==> config.mk <==
export PLATFORM = sky130hd
export DESIGN_NAME = ssr_peak_timing
export DESIGN_NICKNAME = d
export VERILOG_FILES = /design/src/rtl/ssr_peak_timing.sv
export SDC_FILE = /design/constraint.sdc
export NUM_CORES = 1
export LEC_CHECK = 0
export ABC_AREA = 0
export CAP_MARGIN = 20
export CELL_PAD_IN_SITES_DETAIL_PLACEMENT = 0
export CELL_PAD_IN_SITES_GLOBAL_PLACEMENT = 2
export CORE_UTILIZATION = 37
export DETAILED_ROUTE_END_ITERATION = 7
export GPL_TIMING_DRIVEN = 0
export HOLD_SLACK_MARGIN = 0.15
export PLACE_DENSITY_LB_ADDON = 0.1
export SLEW_MARGIN = 5
export SYNTH_ARGS = -nofsm -noshare
export SYNTH_HDL_FRONTEND = slang
export SYNTH_SLANG_ARGS = --single-unit
==> constraint.sdc <==
create_clock -name clk_i -period 5.2 [get_ports clk_i]
set_input_delay 1.04 -clock clk_i [delete_from_list [all_inputs] [get_ports clk_i]]
set_output_delay 1.04 -clock clk_i [all_outputs]
set_load 0.02 [all_outputs]
==> src/rtl/ssr_peak_timing.sv <==
// Peak-timing search over an argmax stream: arm, wait for a threshold crossing,
// track the largest peak over WINDOW valid cycles, report {cycle, phase}.
// Optional macro SSR_PEAK_TIMEOUT_EN adds a MAX_WAIT valid-cycle timeout while waiting.
module ssr_peak_timing #(
  parameter int DATAWIDTH = 16,
  parameter int PHASES    = 64,
  parameter int OUTBITS   = $clog2(PHASES),
  parameter int CNTBITS   = 16,
  parameter int WINDOW    = 64,
  parameter int MAX_WAIT  = 4096
) (
  input  logic                       clk_i,
  input  logic                       rst_i,
  input  logic                       start_i,
  input  logic                       valid_i,
  input  logic [OUTBITS-1:0]         index_max_i,
  input  logic [2*DATAWIDTH-1:0]     value_max_i,
  input  logic [2*DATAWIDTH-1:0]     threshold_i,
  output logic [CNTBITS+OUTBITS-1:0] timing_o,
  output logic [2*DATAWIDTH-1:0]     peak_o,
  output logic                       done_o,
  output logic                       timeout_o,
  output logic                       busy_o
);

  localparam int WMAX = (WINDOW > MAX_WAIT) ? WINDOW : MAX_WAIT;
  localparam int WCW  = $clog2(WMAX + 1);
  localparam logic [WCW-1:0] WIN_LAST = WCW'(WINDOW - 1);

  typedef enum logic [1:0] {IDLE, WAIT, TRACK, DONE} state_t;

  state_t                 state;
  logic [CNTBITS-1:0]     cnt;
  logic [CNTBITS-1:0]     cnt_nxt;
  logic [WCW-1:0]         wcnt;
  logic [2*DATAWIDTH-1:0] thr;

  // Saturating valid-cycle count; the pre-increment value tags the sample.
  assign cnt_nxt = (&cnt) ? cnt : cnt + 1'b1;

  always_ff @(posedge clk_i or negedge rst_i) begin
    if (!rst_i) begin
      state     <= IDLE;
      cnt       <= '0;
      wcnt      <= '0;
      thr       <= '0;
      timing_o  <= '0;
      peak_o    <= '0;
      done_o    <= 1'b0;
      timeout_o <= 1'b0;
      busy_o    <= 1'b0;
    end else begin
      done_o    <= 1'b0;
      timeout_o <= 1'b0;
      case (state)
        IDLE: begin
          if (start_i) begin
            thr    <= threshold_i;
            cnt    <= '0;
            wcnt   <= '0;
            state  <= WAIT;
            busy_o <= 1'b1;
          end
        end
        WAIT: begin
          if (valid_i) begin
            cnt <= cnt_nxt;
            if (value_max_i > thr) begin
              peak_o   <= value_max_i;
              timing_o <= {cnt, index_max_i};
              wcnt     <= WCW'(1);
              // The crossing cycle counts toward the window.
              state    <= (WINDOW == 1) ? DONE : TRACK;
            end
`ifdef SSR_PEAK_TIMEOUT_EN
            else if (wcnt == WCW'(MAX_WAIT - 1)) begin
              timeout_o <= 1'b1;
              state     <= IDLE;
              busy_o    <= 1'b0;
            end else begin
              wcnt <= wcnt + 1'b1;
            end
`endif
          end
        end
        TRACK: begin
          if (valid_i) begin
            cnt <= cnt_nxt;
            // Strict compare keeps the earliest of equal peaks.
            if (value_max_i > peak_o) begin
              peak_o   <= value_max_i;
              timing_o <= {cnt, index_max_i};
            end
            if (wcnt == WIN_LAST) state <= DONE;
            else                  wcnt  <= wcnt + 1'b1;
          end
        end
        DONE: begin
          done_o <= 1'b1;
          state  <= IDLE;
          busy_o <= 1'b0;
        end
        default: begin
          state  <= IDLE;
          busy_o <= 1'b0;
        end
      endcase
    end
  end

endmodule
---- Word level (Yosys, flattened, before mapping) ----
Cells that the tools add are included.
Widths: inputs -> output; s select.
word-level totals
  register bits after elaboration ......... 119
  logic and storage cells ................. 67
operators by class
  add/subtract/negate cells ............... 2
  magnitude comparators ................... 2
  eq/ne operators ......................... 13
  mux-type cells .......................... 29
  reduce and logical (&&, ||, !) cells .... 13
operators with widths
  operator               count
  $mux 32                4
  $mux 22                4
  $mux 13                5
  $gt 32x32->1           2
  $pmux 32 s2            1
  $mux 16                3
  $pmux 22 s2            1
  $pmux 13 s3            1
  $pmux 16 s2            1
  $add 16x1->16 const B  1
  $ne 2x2->1 const B     8
  $reduce_and 16->1      1
  $add 13x1->13 const B  1
  $eq 13x6->1 const B    1
  $mux 2                 5
  $reduce_and 5->1       2
  $pmux 2 s4             1
  $reduce_and 6->1       1
  $reduce_bool 2->1      3
  $eq 2x2->1 const B     2
  $reduce_and 2->1       2
  $reduce_and 4->1       1
  $reduce_bool 3->1      1
  $eq 2x1->1 const B     1
  other kinds (5)        6

---- Depth between registers and ports, before layout ----
Gate-level depths: netlist of the first run.
  depth after elaboration ................. 4
  mapped depth ............................ 10

---- Least setup slack after synthesis of the first run ----
OpenSTA, ideal clock, no wires.
  path type ............................... input port to flip-flop
  from .................................... in value_max_i[30]
  to ...................................... reg peak_o[0]
  library setup time ...................... 125 ps
  arrival time ............................ 3,085 ps
  data required time ...................... 5,075 ps
  slack ................................... 1,990 ps
  stages .................................. 8
  path buffers ............................ 1
  cell sequence ........................... ha_1 > nand4_1 > nor4_1 > o31a_2 > o31ai_4 > a211oi_4 > buf_6 > mux2_4
between the ends
  longest elaborated chain between the ends .. 3
ends and longest elaborated chain
  what                                 line    text
  from (decl)                          17      input logic [2*DATAWIDTH-1:0] value_max_i,
  $gt 32x32->1 (on tied branches)      90, 68
  $ne 2x2->1 (no source line)          --
  $reduce_and 5->1 (no source line) *  --
  to (signal assigned)                 69      peak_o <= value_max_i;
  to (signal assigned)                 91      peak_o <= value_max_i;
  to (decl)                            20      output logic [2*DATAWIDTH-1:0] peak_o,
Mark *: on every way between the ends. The rest lies on a longest branch, timed or not.
A chain may end at the register's enable or synchronous reset.

---- Final worst setup path of the first run ----
  from .................................... in value_max_i[30]
  to ...................................... reg timing_o[18]
between the ends
  longest elaborated chain between the ends .. 3
ends and longest elaborated chain
  what                                 line    text
  $gt 32x32->1 (on tied branches)      90, 68
  $ne 2x2->1 (no source line)          --
  $reduce_and 5->1 (no source line) *  --
  to (signal assigned)                 70      timing_o <= {cnt, index_max_i};
  to (signal assigned)                 92      timing_o <= {cnt, index_max_i};
  to (decl)                            19      output logic [CNTBITS+OUTBITS-1:0] timing_o,
Marks and branches as above.

==> results_dict.tcl, run 1 <==
set metrics [dict create \
    hold_viol_final 0 \
    ff2ff_path_depth 9 \
    die-height_um 139 \
    remaining_drc_errors 11 \
    first_iter_violations 231 \
    nFillCells 1630 \
    holdWs_ps 504 \
    comb_power_share_pct 48.4 \
    dr.pass1.iters 7 \
    core-area_um2 18100 \
    grt_pass1_vias 5403 \
    reg2reg_to "timing_o[18]$_DFFE_PN0P_" \
    dp.cells 975 \
    seqCellArea_um2 2980 \
    rrSetupSlack_ps 2070 \
    slew_viol_final 0 \
    root_buffer "clkbuf_16" \
    p_sw_share_pct 37.0 \
    ctsResizeCount 0 \
    start_kind "input pin" \
    antenna_left 0 \
    yosys_warnings 0 \
    grt_usage_pct 18.3 \
    tightest_slew_ps 686 \
    maxCapViolations 0 \
    ys_seq_area_share_pct 43.1 \
    finalSetupViolations 0 \
    synth_cell_types 55 \
    max-vdd-ir-drop_mv 0.268 \
    grt_pass1_wl_um 27500 \
    diodes 0 \
    fin_crit_sh_pct 73.4 \
    async_flop_share_pct 100 \
    viasPerCell 5.11 \
    cp-end-kind "flip-flop" \
    synth_ff_type "dfrtp_1" \
    clock_path_buffers 2 \
    holdCritPathClass "reg2reg" \
    area_growth_pct 31.9 \
    wl_per_cell_um 16.3 \
    failed_checks "design-rule violations" \
    h-tree-depth 4 \
    numPortBuffers 129 \
    clock-sinks 119 \
    dr_total_vias 5146 \
    synth_edf_count 0 \
    dpl.hpwl_um 12200 \
    clock_latency_ps 420 \
    critPathMaxFanout 10 \
    synth.avg_cell_area_um2 11.2 \
    ios 131 \
    die_x_um 139 \
    fin_nets 910 \
    rsz0062_at_grt "false" \
    power_density_nw_per_um2 570 \
    cts_setup_buffers 0 \
    instances_no_fill 1007 \
    overflow 0 \
    total_power_mw 5.21 \
    row_count 49 \
    arrival_ps 4120 \
    path_clk_slew_ps 60 \
    clock_power_share_pct 23.2 \
    reg2reg_from "peak_o[23]$_DFFE_PN0P_" \
    cts_tree "built" \
    seqPwrFrac_pct 28.4 \
    drt-total-wl_um 16400 \
    hold_start "thr[6]$_DFFE_PN0P_" \
    cts_inserted_buffers 17 \
    internal-power_mw 3.28 \
    p_switching_mw 1.93 \
    required_ps 5500 \
    syn_area_um2 6920 \
    routabilityCongestion 0.776 \
    multi_input_area_um2 3550 \
    outcome "finished with violations" \
    hold_depth 1 \
    yosys_register_bits 119 \
    p_leak_nw 4.20 \
    syn_nets 761 \
    start_util_pct 38.1 \
    grt_start_max_net_pins 78 \
    syn_inst 616 \
    critPathKind "in2reg" \
    skew_ps 9.35 \
    fin_crit_ps 3820 \
    drive_gt1_share_pct 18.3 \
    max_freq_mhz 262 \
    antenna_found_initial 0 \
    holdPathEnd "thr[6]$_DFFE_PN0P_" \
    die_area_um2 19200 \
    postCtsHoldBufs 0 \
    max_slew_margin_pct 54.1 \
]
-- cell usage in the layout, fill, tap and decap left out, drive strengths merged, types with 9 or more instances in the layout --
| cell | count |
|---|---|
| o21ai | 24 |
| inv | 75 |
| nand3 | 12 |
| ha | 71 |
| a21oi | 34 |
| buf | 13 |
| or3 | 9 |
| nand2 | 31 |
| o41ai | 14 |
| nand4 | 18 |
| nor2 | 29 |
| mux2 | 89 |
| clkbuf | 24 |
| dfrtp | 119 |
| clkdlybuf4s50 | 128 |
-- cell type report --
class                      count  area share [%]
tap                          229            3.14
clock buffer                  17            4.66
multi-input combinational    406            38.9
timing repair buffer         130            14.5
sequential                   119            32.6
buffer                        18            1.22
inverter                      73            3.00
clock inverter                15            1.95
-- kinds of logic after synthesis --
logic type      after synthesis  synth area share (%)
xor+xnor                      8                  1.01
other cells                   1                0.0542
fa+ha+maj                    71                  12.8
flops                       119                  43.1
buf+inv                      91                  5.57
compound gates              100                  9.90
simple gates                135                  10.1
mux                          91                  17.5
-- worst max-delay path by stage --
stage,from,to,slack [ps],depth (start not counted)
final,value_max_i[30],timing_o[18]$_DFFE_PN0P_,1380,9
after global routing,value_max_i[23],peak_o[18]$_DFFE_PN0P_,1140,9
after CTS,value_max_i[23],timing_o[18]$_DFFE_PN0P_,1330,9
after detailed placement,value_max_i[30],timing_o[18]$_DFFE_PN0P_,860,9
after global placement,rst_i,wcnt[8]$_DFFE_PN0P_,-1800,1
after floorplan,value_max_i[30],peak_o[0]$_DFFE_PN0P_,1990,8
-- per-stage QoR --
stage                     cell area [um^2]  setup slack [ps]  util [%]  setup TNS [ps]
after floorplan                       6920              1990         -               0
after global placement                8490             -1800      46.8         -212400
after detailed placement              8520               864      47.0               0
after CTS                             9130              1330      50.3               0
after global routing                  9130              1140      50.3               0
final                                 9130              1380      50.3               0
-- worst max-delay path: stages --
cell and delay, ps:
clkdlybuf4s50_1 480, ha_1 350, nand4_1 180, nor4_1 500, o31a_2 270, o31ai_4 70, a211oi_4 630, buf_6 290
mux2_4 320
-- cell usage after synthesis, drive strengths merged, types with 3 or more instances --
master	number	area, um^2
a22o	3	26.3
buf	11	85.1
or3	9	56.3
mux2	89	1190
nand2	31	116
and3	7	43.8
nor2b	7	43.8
inv	73	274
a21oi	34	174
nor2	29	109
nand4	18	113
ha	71	888
dfrtp	119	2980
a21o	3	22.5
o41ai	14	130
o21ai	24	120
nor3	5	25.0
xnor2	7	61.3
clkbuf	7	26.3
nor4	7	56.3
o211ai	3	22.5
a31oi	3	18.8
nand3	12	60.1
-- flip-flops by register name, summed over array words and instances, names as in the netlist --
signal    cells
cnt          16
peak_o       32
busy_o        1
thr          32
wcnt         13
done_o        1
state         2
timing_o     22
-- power groups by stage --
stage / Sequential, mW / Clock [mW] / Combinational (mW)
after global placement: 1.48 / 0 / 2.50
after CTS: 1.48 / 1.25 / 2.56
final: 1.48 / 1.21 / 2.52
after detailed placement: 1.49 / 0 / 2.54
after global routing: 1.53 / 1.29 / 2.78
after floorplan: 1.64 / 0 / 1.53
-- per-layer routing --
| layer | global-route usage, % | vias to the layer above | part of all wire (%) |
|---|---|---|---|
| met1 | 23.2 | 2495 | 46 |
| met2 | 29.3 | 117 | 46 |
| met5 | 0 | - | 0 |
| met4 | 7.49 | 0 | 2.1 |
| li1 | - | 2508 | - |
| met3 | 5.18 | 26 | 5.7 |
(Power assumes the default switching activity.)
==> run 2: changes to the inputs <==
--- a/config.mk
+++ b/config.mk
@@ -9,7 +9,7 @@
 export CAP_MARGIN = 20
 export CELL_PAD_IN_SITES_DETAIL_PLACEMENT = 0
 export CELL_PAD_IN_SITES_GLOBAL_PLACEMENT = 2
-export CORE_UTILIZATION = 37
+export CORE_UTILIZATION = 34
 export DETAILED_ROUTE_END_ITERATION = 7
 export GPL_TIMING_DRIVEN = 0
 export HOLD_SLACK_MARGIN = 0.15
==> constraint.sdc (replaced) <==
create_clock -name clk_i -period 3.8 [get_ports clk_i]
set_input_delay 0.76 -clock clk_i [delete_from_list [all_inputs] [get_ports clk_i]]
set_output_delay 0.76 -clock clk_i [all_outputs]
set_load 0.02 [all_outputs]
==> results_dict.tcl, run 2 (synthesized netlist as in run 1, its figures left out) <==
set metrics [dict create \
    cts_setup_buffers 3 \
    postCtsHoldBufs 0 \
    max_slew_margin_pct 54.3 \
    reg2reg_from "peak_o[30]$_DFFE_PN0P_" \
    grt_usage_pct 17.5 \
    critPathMaxStageDelay_ps 600 \
    antenna_found_initial 0 \
    ctsResizeCount 0 \
    cts_tree "built" \
    max_freq_mhz 293 \
    grt_start_max_net_pins 74 \
    grt_pass1_vias 5334 \
    remaining_drc_errors 0 \
    h-tree-depth 4 \
    final_cell_mix "clkdlybuf4s50_1 (128), dfrtp_1 (119), inv_1 (73), ha_1 (71), mux2_4 (50)" \
    die_x_um 145 \
    critPathKind "in2reg" \
    area_growth_pct 33.4 \
    dr.pass1.iters 4 \
    clock-sinks 119 \
    dpl.hpwl_um 12800 \
    start_kind "input pin" \
    p_leak_nw 4.23 \
    viasPerCell 4.84 \
    drt-total-wl_um 17000 \
    skew_ps 11.2 \
    die-height_um 145 \
    numPortBuffers 129 \
    reg2reg_to "peak_o[2]$_DFFE_PN0P_" \
    fin_nets 913 \
    tightest_slew_ps 685 \
    power_density_nw_per_um2 784 \
    holdCritPathClass "in2async" \
    antenna_left 0 \
    cts_inserted_buffers 17 \
    required_ps 4100 \
    start_util_pct 35.1 \
    fin_crit_sh_pct 89.7 \
    fin_crit_ps 3410 \
    grt_pass1_wl_um 27700 \
    ff2ff_path_depth 10 \
    outcome "complete, no violations" \
    rsz0062_at_grt "false" \
    overflow 0 \
    clock_path_buffers 2 \
    finalSetupViolations 0 \
    critPathBufInv 3 \
    hold_viol_final 0 \
    rrSetupSlack_ps 830 \
    core-area_um2 19700 \
    routabilityCongestion 0.765 \
    final_util_pct 46.8 \
    ios 131 \
    crit_slowest_cell "nor4_1" \
    max-vdd-ir-drop_mv 0.323 \
    crit_chain "clkdlybuf4s50_1, ha_1, nand4_1, nor4_1, o31a_2, o31ai_4, a211oi_4, buf_4, buf_6, mux2_4" \
    arrival_ps 3710 \
    maxCapViolations 0 \
    path_clk_slew_ps 60 \
    cp-end-kind "flip-flop" \
    row_count 51 \
    first_iter_violations 178 \
    fin_setup_tns_ps 0 \
    final_common_cell "clkdlybuf4s50_1" \
    top_regs "peak_o (32), thr (32), timing_o (22)" \
    slew_viol_final 0 \
    die_area_um2 20900 \
    crit_family "buffers and inverters" \
    critPathMaxFanout 10 \
    clock_latency_ps 420 \
    wl_per_cell_um 16.2 \
    root_buffer "clkbuf_16" \
    drive_gt1_share_pct 18.6 \
    diodes 0 \
    total_power_mw 7.23 \
    dr_total_vias 5063 \
]
[run 2: changes by cell type in the layout (fill, tap and decap cells not counted), sizes merged]
| cell | delta |
|---|---|
| buf | +3 |
| clkinvlp | -2 |
| clkinv | +1 |
| inv | +1 |
[run 2: worst max path at each step]
stage	endpoint	from	slack, ps	cells past startpoint
final	peak_o[2]$_DFFE_PN0P_	value_max_i[23]	390	10
after global routing	peak_o[15]$_DFFE_PN0P_	value_max_i[30]	200	10
after floorplan	peak_o[0]$_DFFE_PN0P_	value_max_i[30]	870	8
after global placement	wcnt[7]$_DFFE_PN0P_	rst_i	-2970	1
after CTS	peak_o[24]$_DFFE_PN0P_	value_max_i[31]	300	10
after detailed placement	timing_o[17]$_DFFE_PN0P_	value_max_i[31]	-490	9
[run 2: power breakdown]
part	leakage (nW)	internal (mW)	switching (mW)
clock	0.305	1.05	0.655
sequential	1.50	1.72	0.305
combinational	2.43	1.78	1.73
total	4.23	4.54	2.69
[run 2: through the flow]
stage          instances  hold WS (ps)  worst slack, ps  instance area [um^2]
3_5_place_dp        1011           488             -487                  8570
2_1_floorplan        616           454              870                  6920
5_1_grt             1046           299              202                  9230
6_report            1046           265              391                  9230
3_3_place_gp        1010           470            -2970                  8540
4_1_cts             1046           275              302                  9230
[run 2: area by class of cell]
class | count | area [um^2]
Fill cell | 1783 | 10500
Sequential cell | 119 | 2980
Timing Repair Buffer | 133 | 1360
Inverter | 73 | 274
Tap cell | 265 | 332
Clock inverter | 15 | 196
Buffer | 18 | 111
Multi-Input combinational cell | 406 | 3550
Clock buffer | 17 | 425
[run 2: routing by layer]
layer  vias to the layer above  wire length [um]  share of wire, %  track usage (%)
met1                      2429              8090                48             22.7
met4                         0               153              0.90             5.15
li1                       2505                 -                 -                -
met3                        13               833               4.9             4.44
met5                         -                 0                 0                0
met2                       116              7920                47             28.4
[run 2: worst reg2reg max path: stages, from the launching register on]
cell and delay (ps):
dfrtp_1 390, inv_1 60, ha_1 310, nand4_1 190, nor4_1 590, o31a_2 290, o31ai_4 70, a211oi_4 300
buf_4 160, buf_6 180, mux2_4 320
==> run 3: changes to the inputs <==
--- a/config.mk
+++ b/config.mk
@@ -5,11 +5,11 @@
 export SDC_FILE = /design/constraint.sdc
 export NUM_CORES = 1
 export LEC_CHECK = 0
-export ABC_AREA = 0
+export ABC_AREA = 1
 export CAP_MARGIN = 20
 export CELL_PAD_IN_SITES_DETAIL_PLACEMENT = 0
 export CELL_PAD_IN_SITES_GLOBAL_PLACEMENT = 2
-export CORE_UTILIZATION = 34
+export CORE_UTILIZATION = 30
 export DETAILED_ROUTE_END_ITERATION = 7
 export GPL_TIMING_DRIVEN = 0
 export HOLD_SLACK_MARGIN = 0.15
==> results_dict.tcl, run 3 <==
set metrics [dict create \
    outcome "complete, no violations" \
    start_kind "input pin" \
    power_density_nw_per_um2 753 \
    yosys.area.top_type "dfrtp_1" \
    critPathKind "in2reg" \
    ios 131 \
    finalSetupViolations 0 \
    grt_usage_pct 17.5 \
    cts_tree "built" \
    h-tree-depth 4 \
    remaining_drc_errors 0 \
    viasPerCell 4.47 \
    grt_start_max_net_pins 82 \
    clock-sinks 119 \
    grt_pass1_wl_um 32700 \
    start_util_pct 30.9 \
    dr_total_vias 6187 \
    syn_inst 908 \
    p_leak_nw 4.61 \
    yosys-top-cells-count "nand2_1 (289), dfrtp_1 (119), inv_1 (110)" \
    fin_nets 1202 \
    skew_ps 12.7 \
    crit_slowest_cell "clkdlybuf4s50_1" \
    cts_setup_buffers 0 \
    final_util_pct 41.1 \
    dp.cells 1351 \
    die-height_um 156 \
    die_area_um2 24200 \
    synth.most_common_cell "nand2_1" \
    die_x_um 156 \
    max_slew_margin_pct 63.0 \
    syn_area_um2 7070 \
    tightest_slew_ps 556 \
    required_ps 4090 \
    yosys_warnings 0 \
    cp-end-kind "flip-flop" \
    postCtsHoldBufs 0 \
    hold_viol_final 0 \
    path_clk_slew_ps 60 \
    max_freq_mhz 374 \
    arrival_ps 2960 \
    instances_no_fill 1384 \
    area_growth_pct 33.0 \
    synth.area.top_cells "dfrtp_1 (42%), nand2_1 (15%), ha_1 (13%)" \
    crit_top_cell "nand2_1" \
    synth_ff_type "dfrtp_1" \
    wl_per_cell_um 14.5 \
    yosys_register_bits 119 \
    drt-total-wl_um 20100 \
    synth_edf_count 0 \
    rsz0062_at_grt "false" \
    root_buffer "clkbuf_16" \
    holdCritPathClass "in2async" \
    dr.pass1.iters 4 \
    routabilityCongestion 0.764 \
    fin_crit_ps 2670 \
    crit_chain "clkdlybuf4s50_1, ha_1, nand2_1, nor2_1, nand4_1, nor2_1, nand2_1, nand2_1, nand2_1, nand2_4, nand2_4, buf_6, nand2_1, nand2_1" \
    clock_path_buffers 2 \
    slew_viol_final 0 \
    cts_inserted_buffers 17 \
    netlist.area_leader.share_pct 42.1 \
    final_cell_mix "nand2_1 (289), clkdlybuf4s50_1 (128), dfrtp_1 (119), inv_1 (110), nand3_1 (89)" \
    synth_cell_types 32 \
    overflow 0 \
    dpl.hpwl_um 15300 \
    numPortBuffers 129 \
    clock_latency_ps 410 \
    antenna_found_initial 0 \
    critPathMaxStageDelay_ps 500 \
    row_count 55 \
    critPathMaxFanout 10 \
    max-vdd-ir-drop_mv 0.287 \
    top_regs "peak_o (32), thr (32), timing_o (22)" \
    core-area_um2 22900 \
    synth.avg_cell_area_um2 7.79 \
    syn_nets 1053 \
    grt_pass1_vias 6130 \
    async_flop_share_pct 100 \
    maxCapViolations 0 \
    antenna_left 0 \
    ys_seq_area_share_pct 42.1 \
    final_common_cell "nand2_1" \
    ctsResizeCount 0 \
    fin_crit_sh_pct 70.3 \
    first_iter_violations 248 \
    drive_gt1_share_pct 6.73 \
]
[run 3: cell families after synthesis]
group                    share of synthesized area [%]
other                                           0.0530
AO/OA/AOI/OAI                                     7.55
adder cells (fa/ha/maj)                           12.6
flip-flops                                        42.1
XOR/XNOR                                         0.743
AND/OR/NAND/NOR                                   28.0
buffers and inverters                             8.98
[run 3: stage by stage]
step	area (um^2)	setup WS (ps)	setup TNS, ps	total power [mW]	hold WS, ps
2_1_floorplan	7070	1660	0	4.15	453
3_3_place_gp	8760	-3270	-387520	5.47	454
3_5_place_dp	8790	673	0	5.48	460
4_1_cts	9410	1100	0	7.22	254
5_1_grt	9410	939	0	7.73	268
6_report	9410	1130	0	7.09	241
[run 3: layer usage]
metal	up-vias	global-route usage [%]	wire (um)
met3	9	3.08	657
li1	3232	-	-
met1	2852	24.2	9890
met5	-	0	0
met2	94	28.7	9470
met4	0	3.78	121
[run 3: path summary, 6_finish.rpt]
check	from	cells after the start	slack, ps	end
max	value_max_i[23]	14	1130	peak_o[14]$_DFFE_PN0P_
min	rst_i	1	240	thr[11]$_DFFE_PN0P_
max reg2reg	state[0]$_DFFE_PN0P_	9	1590	cnt[15]$_DFFE_PN0P_
min reg2reg	timing_o[6]$_DFFE_PN0P_	2	470	timing_o[6]$_DFFE_PN0P_
max in group asynchronous	rst_i	2	2800	cnt[7]$_DFFE_PN0P_
min in group clk_i	timing_o[6]$_DFFE_PN0P_	2	470	timing_o[6]$_DFFE_PN0P_
[run 3: layout make-up]
cell class / instances / area [um^2]
fillers: 2410 / 13500
multi-input cells: 642 / 3460
flip-flops and latches: 119 / 2980
repair buffers: 130 / 1320
clock buffers: 19 / 453
inverters: 115 / 432
well taps: 313 / 392
plain buffers: 32 / 204
clock inverters: 13 / 168
diodes: 1 / 2.50
[run 3: worst max-delay path, delay by kind of cell]
kind                       cells  cell delay, ps
adders and majority gates      1             350
buffers and inverters          2             680
and+or+nand+nor               11            1150
[run 3: power by group]
group | internal, mW | leakage, nW | switching [mW] | total (mW)
combinational | 1.31 | 2.78 | 2.12 | 3.44
sequential | 1.69 | 1.54 | 0.250 | 1.94
clock | 1.07 | 0.301 | 0.631 | 1.71
total | 4.08 | 4.61 | 3.01 | 7.09
==> patch 1, RTL diff (settings of run 2) <==
Build with the macro `SSR_PEAK_TIMEOUT_EN` defined.
--- a/src/rtl/ssr_peak_timing.sv
+++ b/src/rtl/ssr_peak_timing.sv
@@ -1,6 +1,8 @@
 // Peak-timing search over an argmax stream: arm, wait for a threshold crossing,
 // track the largest peak over WINDOW valid cycles, report {cycle, phase}.
 // Optional macro SSR_PEAK_TIMEOUT_EN adds a MAX_WAIT valid-cycle timeout while waiting.
+`define SSR_PEAK_TIMEOUT_EN
+
 module ssr_peak_timing #(
   parameter int DATAWIDTH = 16,
   parameter int PHASES    = 64,
Check against the original RTL: same outputs for any inputs over 4 cycles, from zero or initial values and one cycle with rst_i low; that may be too few to reach the edited logic, so the function may still have changed.
==> patch 1 against run 2 <==
Clock power increased by 5%. Final area down 1.3%. Synthesized area fell by 2.2%. Total power down 0.85%. Sequential cell count grew 1. Global-route usage up 0.18 points. Die area fell by 2.1%. Largest power group unchanged. Worst setup slack got worse by 110 ps. Sequential power grew 6%. Routed wire length decreased by 1.6%.
==> patch 1: results (changes against run 2) <==
** Cells and area
- Non-clock inverter total of the final layout :: 74 (+1.4%)
- Share of final layout cell area taken by clock buffers and inverters :: 7.19% (+0.45 points)
- Area used by sequential logic in the layout :: 3000 um2 (+0.84%)
- The buffering overhead came to 15.7% (-0.24 points).
- The fraction of area in multi-input gates came to 37.5% (-1.0 points).
- The number of nets in the layout was 924 (+1.2%).
- The number of filler instances in the final layout was 1864 (+4.5%).
- The layout clock buffer count was 20 (+3).
- The fraction of final layout cells sized beyond drive strength 1 is 16.4% (-2.2 points).

** Routing
- DRT Wirelength :: 16700 um (-1.6%)
- The overall via count from detail_route is 5144 (+1.6%).
- Met3 wire length :: 1010 um (+21%)
- DRT iter0 DRCs :: 152 (-15%)
- Met2 wire length :: 7980 um (+0.82%)
- Metal-1 WL :: 7610 um (-6.0%)

** Power
- Static power due to leakage :: 0.00417 uW (-1.3%)
- The sequential fraction of design power was 29.8% (+1.9 points).
- Areal power density over the cells :: 787 nW/um2 (+0.47%)
- Internal power summed over all cells :: 4540 uW (-0.13%)
- Worst VDD drop :: 0.363 mV (+13%)

** Critical path
- Worst Setup SP :: value_max_i[15]
- Critical path's largest stage delay :: 500 ps (-100 ps)
- Worst reg2reg endpoint :: peak_o[17]
- The startpoint identified for the worst register-to-register timing path is thr[14].
- Setup slack on the worst flop-to-flop path :: 770 ps (-60 ps)
- The arrival time of the worst setup path came to 3820 ps (+110 ps).

** Placement
- The HPWL after detailed placement is 12500 um (-1.8%).
- Total of buffers placed on input and output ports :: 130 (+0.78%)
- The routability congestion estimate came to 0.796 (+4.1%).

** Global routing
- The routing usage on met1 was 21.8% (-0.93 points).
- Maximum number of pins on one net before global-route repair :: 72 (-2.7%)
- Number of global-route vias before repair :: 5471 (+2.6%)
- Global-route wire length before repair :: 27700 um (+0.15%)
- The global-route met2 utilization is 29.1% (+0.75 points).

** Outcome
- The flow ran to the end, and the final reports show no timing, DRC or antenna violations.

** CTS
- Number of buffers inserted to repair setup after CTS :: 0 (-3)
- Clock sink count :: 120 (+0.84%)

** Timing
- PnR worst setup slack :: 276 ps (-115 ps)
- Post-Route Skew :: 11.9 ps (+0.657 ps)
- Measured slew at the worst slew-check pin :: 682 ps (-3.50 ps)

** Yosys
- The sequential area share after synthesis came to 44.4% (+1.3 points).
- Post-synth cell types :: 49 (-11%)
[patch 1: cell count changes after synthesis, moves of 4 or more]
| cell | run 2 | this run |
|---|---|---|
| xor2_1 | 1 | 5 |
| nor2b_1 | 7 | 13 |
| o41ai_1 | 13 | 0 |
| mux2_4 | 50 | 0 |
| mux2_2 | 39 | 82 |
| nand2b_1 | 1 | 6 |
| a22o_1 | 3 | 13 |
| o21ai_0 | 17 | 27 |
| o21ai_1 | 7 | 0 |
| or3_1 | 9 | 1 |
| mux2_1 | 0 | 4 |
[patch 1: worst max-delay path, delay by kind of cell]
kind                     cells  cell delay [ps]
AO/OA/AOI/OAI                4              990
buffers and inverters        2              770
AND/OR/NAND/NOR              2              580
multiplexers                 1              360
adder cells (fa/ha/maj)      1              350
[patch 1: cells by family (layout without fill, tap and decap cells)]
| family | count (synthesis) | count (layout) | synth area share, % |
|---|---|---|---|
| AO/OA/AOI/OAI | 102 | 102 | 9.84 |
| AND/OR/NAND/NOR | 146 | 146 | 11.1 |
| XOR/XNOR | 13 | 13 | 1.68 |
| adder cells (fa/ha/maj) | 71 | 71 | 13.1 |
| flip-flops | 120 | 120 | 44.4 |
| multiplexers | 87 | 87 | 14.5 |
| buffers and inverters | 89 | 253 | 5.40 |
[patch 1: stage by stage]
| step | cell area (um2) | instances | hold WS, ps | setup TNS [ps] |
|---|---|---|---|---|
| after floorplan | 6770 | 628 | 464 | 0 |
| after global placement | 8400 | 1023 | 468 | -387630 |
| after detailed placement | 8430 | 1024 | 476 | -23750 |
| after CTS | 9090 | 1056 | 295 | 0 |
| after global routing | 9100 | 1057 | 311 | 0 |
| final | 9100 | 1057 | 284 | 0 |
==> patch 2, RTL diff (config.mk and constraints of run 2) <==
Made on the original files. Compare `wcnt` against `WIN_LAST` with >= in place of ==.
--- a/src/rtl/ssr_peak_timing.sv
+++ b/src/rtl/ssr_peak_timing.sv
@@ -91,7 +91,7 @@
               peak_o   <= value_max_i;
               timing_o <= {cnt, index_max_i};
             end
-            if (wcnt == WIN_LAST) state <= DONE;
+            if (wcnt >= WIN_LAST) state <= DONE;
             else                  wcnt  <= wcnt + 1'b1;
           end
         end
Check against the original RTL: same outputs for any inputs over 4 cycles, from zero or initial values and one cycle with rst_i low; that may be too few to reach the edited logic, so the function may still have changed.
==> patch 2 against run 2 <==
Total power down 0.86%. Worst setup slack worse by 65 ps. Largest power group unchanged. Final area down 2.7%. Sequential share of layout area up 0.91 points. Synthesized area down 3.2%. Core utilization up 0.39 points. Routed wire length down 6.7%. Sequential cell count unchanged.
==> patch 2: results (changes against run 2) <==
** Yosys
- By count the netlist is led by dfrtp_1, inv_1, ha_1, mux2_4, mux2_2.
- Top area cells in the synthesized netlist :: dfrtp_1, ha_1, mux2_4
- Syn_nets :: 719 (-5.5%)
- Post-Synth Adder-Cell Area :: 13.3% (+0.43 points)
- Sequential element share of the synthesized area :: 44.5% (+1.4 points)
- Mux cell area share after synthesis :: 17.8% (+0.26 points)
- Share of the synthesized area in compound gates (AO/OA/AOI/OAI) :: 7.51% (-2.4 points)

** Placement
- The HPWL after detailed placement came to 12000 um (-5.8%).
- The routability congestion estimate came to 0.764 (-0.18%).
- Cell area after placement :: 8340 um2 (-2.7%)

** Cells and area
- The number of nets in the layout is 868 (-4.9%).
- The fraction of final layout cells sized beyond drive strength 1 was 18.1% (-0.50 points).
- Buffers, non-clock :: 141 (-6.6%)
- Multi-input comb cells :: 372 (-8.4%)
- Layout clock buffer count :: 21 (+4)
- Layout buffering overhead excluding clock cells :: 16.1% (+0.22 points)

** Outcome
- Run status :: complete, no violations

** Power
- The peak ir drop on the vdd network is 0.347 mV (+7.5%).
- Static power due to leakage :: 0.00420 uW (-0.80%)

** Global routing
- Global-route wire length before repair :: 25800 um (-7.0%)
- Global router's overall resource usage :: 16.7% (-0.78 points)
- Number of global-route vias before repair :: 4856 (-9.0%)

** Routing
- The wire length per cell was 15.9 um (-2.0%).
- Met3 wire length :: 704 um (-15%)
- The total met2 wirelength after detailed routing is 7400 um (-6.5%).
- Metal-1 WL :: 7610 um (-5.9%)
- The overall via count from detail_route was 4717 (-6.8%).
- DRT iter0 DRCs :: 206 (+16%)

** Timing
- The hold slack was 274 ps (+8.42 ps).
- The part of the cycle the worst path needs is 91.4% (+1.7 points).

** Critical path
- Setup slack on the worst flop-to-flop path :: 750 ps (-80 ps)
- Crit Reg-Reg Startpoint :: peak_o[15]
- In this run the critical register-to-register path is captured at timing_o[3].
patch 2: cell types whose count changed after synthesis, sizes merged, moves of 6 or more:
cell	delta
and2	+8
nand2	-9
xor2	+9
and3	-6
or3	-6
o41ai	-13
patch 2: metrics by stage:
step / power (uW) / instances / setup WS, ps / utilization (%) / TNS [ps]
2_1_floorplan: 4340 / 574 / 889 / - / 0
3_3_place_gp: 5430 / 963 / -2950 / 43.7 / -357450
3_5_place_dp: 5490 / 964 / -160 / 43.8 / -7630
4_1_cts: 7260 / 996 / 259 / 47.2 / 0
5_1_grt: 7680 / 996 / 90.6 / 47.2 / 0
6_report: 7170 / 996 / 326 / 47.2 / 0
patch 2: worst max-delay path by stage:
stage                               start     endpoint  cells past startpoint
final                     value_max_i[14]  timing_o[3]                     10
after global routing      value_max_i[14]  timing_o[3]                     10
after CTS                 value_max_i[21]  timing_o[3]                      9
after detailed placement  value_max_i[23]  timing_o[3]                      9
after global placement              rst_i  timing_o[3]                      1
after floorplan           value_max_i[14]    peak_o[0]                      9
patch 2: report_power, final:
| part | switching [uW] | total [uW] | internal [uW] |
|---|---|---|---|
| registers | 309 | 2030 | 1720 |
| logic | 1620 | 3410 | 1790 |
| clock network | 594 | 1730 | 1130 |
| total | 2520 | 7170 | 4650 |
patch 2: cell families (layout without fill, tap and decap cells):
group	Yosys count	in the layout
DFF	119	119
and+or+nand+nor	118	118
muxes	89	89
buffers and inverters	83	245
AOI/OAI and AO/OA	78	78
adders and majority gates	71	71
xor gates and xnor gates	15	15
other	1	1
patch 2: per-layer routing:
layer,global-route usage (%),vias up
met1,22.4,2308
met2,26.5,86
met5,0,-
li1,-,2311
met3,4.51,12
met4,4.07,0
